`src/rtl/univ_shift_reg.sv`:
```
// Parametrised universal shift register: hold, shift left/right, parallel load,
// with a per-word shift counter. Define USR_PARITY_EN to add a registered parity output.
module univ_shift_reg #(
    parameter int unsigned WIDTH = 8
) (
    input  logic                       clk,
    input  logic                       rst,
    input  logic [1:0]                 mode,
    input  logic                       sin_lsb,
    input  logic                       sin_msb,
    input  logic [WIDTH-1:0]           pin,
    output logic [WIDTH-1:0]           pout,
    output logic                       sout_msb,
    output logic                       sout_lsb,
    output logic [$clog2(WIDTH)-1:0]   shift_cnt,
    output logic                       word_valid
`ifdef USR_PARITY_EN
    ,
    output logic                       parity
`endif
);

    localparam int unsigned CW = $clog2(WIDTH);

    localparam logic [1:0] MODE_HOLD  = 2'b00;
    localparam logic [1:0] MODE_RIGHT = 2'b01;
    localparam logic [1:0] MODE_LEFT  = 2'b10;
    localparam logic [1:0] MODE_LOAD  = 2'b11;

    logic [WIDTH-1:0] pout_nxt;
    logic [CW-1:0]    cnt_nxt;
    logic             wv_nxt;
    logic             is_shift;
    logic             word_end;

    assign sout_msb = pout[WIDTH-1];
    assign sout_lsb = pout[0];

    assign is_shift = (mode == MODE_RIGHT) || (mode == MODE_LEFT);
    assign word_end = (shift_cnt == CW'(WIDTH - 1));

    // Next register contents and word counter for the selected mode
    always_comb begin
        pout_nxt = pout;
        cnt_nxt  = shift_cnt;
        wv_nxt   = 1'b0;
        case (mode)
            MODE_HOLD:  pout_nxt = pout;
            MODE_RIGHT: pout_nxt = {sin_msb, pout[WIDTH-1:1]};
            MODE_LEFT:  pout_nxt = {pout[WIDTH-2:0], sin_lsb};
            MODE_LOAD: begin
                pout_nxt = pin;
                cnt_nxt  = '0;
            end
            default:    pout_nxt = pout;
        endcase
        if (is_shift) begin
            if (word_end) begin
                cnt_nxt = '0;
                wv_nxt  = 1'b1;
            end else begin
                cnt_nxt = shift_cnt + CW'(1);
            end
        end
    end

    always_ff @(posedge clk) begin
        if (rst) begin
            pout       <= '0;
            shift_cnt  <= '0;
            word_valid <= 1'b0;
        end else begin
            pout       <= pout_nxt;
            shift_cnt  <= cnt_nxt;
            word_valid <= wv_nxt;
        end
    end

`ifdef USR_PARITY_EN
    // Parity tracks the value being written so it always matches pout
    always_ff @(posedge clk) begin
        if (rst) begin
            parity <= 1'b0;
        end else begin
            parity <= ^pout_nxt;
        end
    end
`endif

endmodule
```
`config.mk`:
```
export PLATFORM = sky130hd
export DESIGN_NAME = univ_shift_reg
export DESIGN_NICKNAME = d
export VERILOG_FILES = /design/src/rtl/univ_shift_reg.sv
export SDC_FILE = /design/constraint.sdc
export NUM_CORES = 1
export LEC_CHECK = 0
export ABC_CLOCK_PERIOD_IN_PS = 1900
export CAP_MARGIN = 25
export CORE_MARGIN = 2
export CORE_UTILIZATION = 40
export CTS_CLUSTER_DIAMETER = 60
export DETAILED_ROUTE_END_ITERATION = 12
export PLACE_DENSITY = 0.76
export SLEW_MARGIN = 30
export SYNTH_ARGS = -nofsm -noshare
export SYNTH_HDL_FRONTEND = slang
export SYNTH_SLANG_ARGS = --single-unit
```
`constraint.sdc`:
```
create_clock -name clk -period 1.9 [get_ports clk]
set_clock_uncertainty 0.1 [all_clocks]
set_input_delay 0.38 -clock clk [delete_from_list [all_inputs] [get_ports clk]]
set_output_delay 0.38 -clock clk [all_outputs]
set_load 0.01 [all_outputs]
```
==> reports/metrics.cfg, run 1 <==
[run_status]
status = completed

[detailed_routing]
postRouteAntennaNets = 0
drc = 0
vias = 645
first_iter_violations = 8
avgViaCountPerCell = 5.513
wirelength_mm = 1.525
wl_per_cell_um = 13.03
firstDrtPassIters = 4

[grt]
gr-total-overflow = 0
grt_antenna_before_repair = 0
grt_pass1_wl_mm = 2.546
grt_max_degree = 17
grt_pass1_vias = 602
grt_use_total_pct = 17.52

[final_layout]
fillers = 133
fin_nets = 122
stdcell_count = 117
seqCellArea_um2 = 240.2
diodes = 0
syn2layout_area_growth_pct = 53.85
final_util_pct = 66.56
fin_area_um2 = 1026
multi_input_area_um2 = 367.9
drive_gt1_share_pct = 24.75

[clock_network]
path_clk_slew_ns = 0.08
postCtsHoldBufs = 0
cts_htree_levels = 1
post-cts-setup-buffer-count = 0
cts_resized = 1
cts_root_buf = clkbuf_4
cts_tree = built
numCtsBuffers = 3
cts_buffer_depth = 2
clk_latency_ns = 0.28
clock-sinks = 12

[worst_setup_path]
worstPathRequired_ns = 1.99
critPathBufInv = 2
cp_data_arrival_time_ns = 1.92
max_stage_delay_ns = 0.49
crit_slowest_cell = clkdlybuf4s50_1
worstSetupPathType = input port to register
cp-end-kind = register
start_kind = input port
crit_chain = clkdlybuf4s50_1, inv_1, ha_2, or3b_2, a221oi_1
crit_family = buffers and inverters
crit_fanout = 13

[yosys]
syn_avg_cell_area_um2 = 9.665
netlist_instances = 69
yosysSeqAreaShare_pct = 36.02
yosysWarningCount = 0
synth_edf_count = 0
synth_nets = 88
synth_top_area_share_pct = 36.02
yosysTopAreaCell = dfxtp_1
synth-seq-cells = 12
async_flop_share_pct = 0
ys_types = 15
synthTopCellsByArea = dfxtp_1 (36%), a221oi_1 (18%), ha_1 (9.4%), or3b_2 (7.9%), inv_1 (5.6%)
syn_area_um2 = 666.9
synthTopCellsByCount = a221oi_1 (14), dfxtp_1 (12), inv_1 (10), or3b_2 (6), ha_1 (5)
synth.most_common_cell = a221oi_1
ys.flop_type = dfxtp_1

[pwr]
swShare_pct = 27.57
p_leak_uw = 0.0003892
p_total_uw = 616.4
p_clk_share_pct = 26.3
netSwitchingPower_uw = 169.9
p_comb_share_pct = 27.8
power_density_nw_per_um2 = 600.8
cellInternalPower_uw = 446.5
peakVddDrop_uv = 414.0
seqPwrFrac_pct = 46.0

[sta]
finalCritPeriodShare_pct = 96.34
hold_violations = 0
holdWs_ns = 0.3808
slew_viol_final = 0
relSlewSlack_pct = 62.35
rsz0062_at_grt = no
setup_viol = 0
finalCriticalPeriod_ns = 1.830
worst_slew_pin_slew_ns = 0.5630
max_freq_mhz = 546.3

[die]
core_um2 = 1541
die_area_um2 = 2010
row_count = 14
die_h_um = 44.83
start_util_pct = 43.26
ios = 28
fp.dieW_um = 44.83

[hold_path]
hold_class = register to register

[place]
place_area_um2 = 979.7
gp_congestion = 0.7707
dp.final_hpwl_mm = 1.119
portBuffers = 27
dp.cells = 114

[flow_run]
drv_cap = 0

==> worst min-delay path, stage by stage, from the launching register on <==
cell and delay [ns]:
dfxtp_1 0.33, nand2_1 0.06, a21oi_1 0.05
==> per-layer routing <==
metal  routed length [µm]  vias to the layer above  part of all wire (%)  track usage (%)
li1                     -                      325                     -                -
met1                  668                      294                    44            20.54
met2                  733                       23                    48            29.28
met3                  103                        3                   6.8            7.200
met4                   19                        0                   1.2            5.294
met5                    0                        -                     0                0
==> area by class of cell <==
cell class / count / area share [%]
clock buffer: 3 / 2.195
inverter: 10 / 3.659
sequential: 12 / 23.41
timing repair buffer: 36 / 32.93
tap: 16 / 1.951
multi-input combinational: 40 / 35.85
==> power groups by stage <==
stage / Sequential [µW] / Clock (µW) / Combinational [µW]
6_report: 283 / 162 / 171
5_1_grt: 287 / 185 / 188
4_1_cts: 284 / 168 / 167
3_5_place_dp: 289 / 0 / 165
3_3_place_gp: 289 / 0 / 163
2_1_floorplan: 295 / 0 / 73.7
==> stage by stage <==
| step | setup WS (ns) | TNS, ns |
|---|---|---|
| final | 0.06955 | 0 |
| after global routing | 0.003103 | 0 |
| after CTS | 0.04269 | 0 |
| after detailed placement | -0.3357 | -2.793 |
| after global placement | -0.3007 | -2.461 |
| after floorplan | 0.3303 | 0 |
==> logic make-up (layout without fill, tap and decap cells) <==
logic type / Yosys count / in the layout / synth area share (%)
AND/OR/NAND/NOR: 16 / 16 / 17.07
AO/OA/AOI/OAI: 19 / 19 / 25.14
flip-flops: 12 / 12 / 36.02
adder cells (fa/ha/maj): 5 / 5 / 9.381
buffers and inverters: 17 / 49 / 12.38
==> final timing paths <==
path,start,end,slack [ns],cells after the start
worst min-delay path,shift_cnt[2],shift_cnt[2],0.38,2
worst max register to register,shift_cnt[0],shift_cnt[0],0.38,4
worst max-delay path,mode[0],pout[1],0.07,5
worst min register to register,shift_cnt[2],shift_cnt[2],0.38,2
==> registers in the layout, summed over array words and instances (netlist names) <==
register    count
pout            8
shift_cnt       3
word_valid      1
==> cell usage in the layout (no fill, tap or decap), drive strengths merged <==
cell | netlist | final
a221oi | 16 | 16
dfxtp | 12 | 12
nor2 | 1 | 1
clkdlybuf4s50 | 0 | 27
or3b | 8 | 8
buf | 4 | 9
nand3b | 2 | 2
or4b | 1 | 1
inv | 10 | 10
nand2 | 4 | 4
ha | 5 | 5
clkbuf | 3 | 3
a21oi | 3 | 3
Power figures use the tool's default switching activity.
==> run 2, diff against run 1 <==
--- a/config.mk
+++ b/config.mk
@@ -12,7 +12,6 @@
 export CTS_CLUSTER_DIAMETER = 60
 export DETAILED_ROUTE_END_ITERATION = 12
 export PLACE_DENSITY = 0.76
-export SLEW_MARGIN = 30
 export SYNTH_ARGS = -nofsm -noshare
 export SYNTH_HDL_FRONTEND = slang
 export SYNTH_SLANG_ARGS = --single-unit
==> results of run 2 <==
The final DEF is identical to that of run 1; final timing and power are the same.
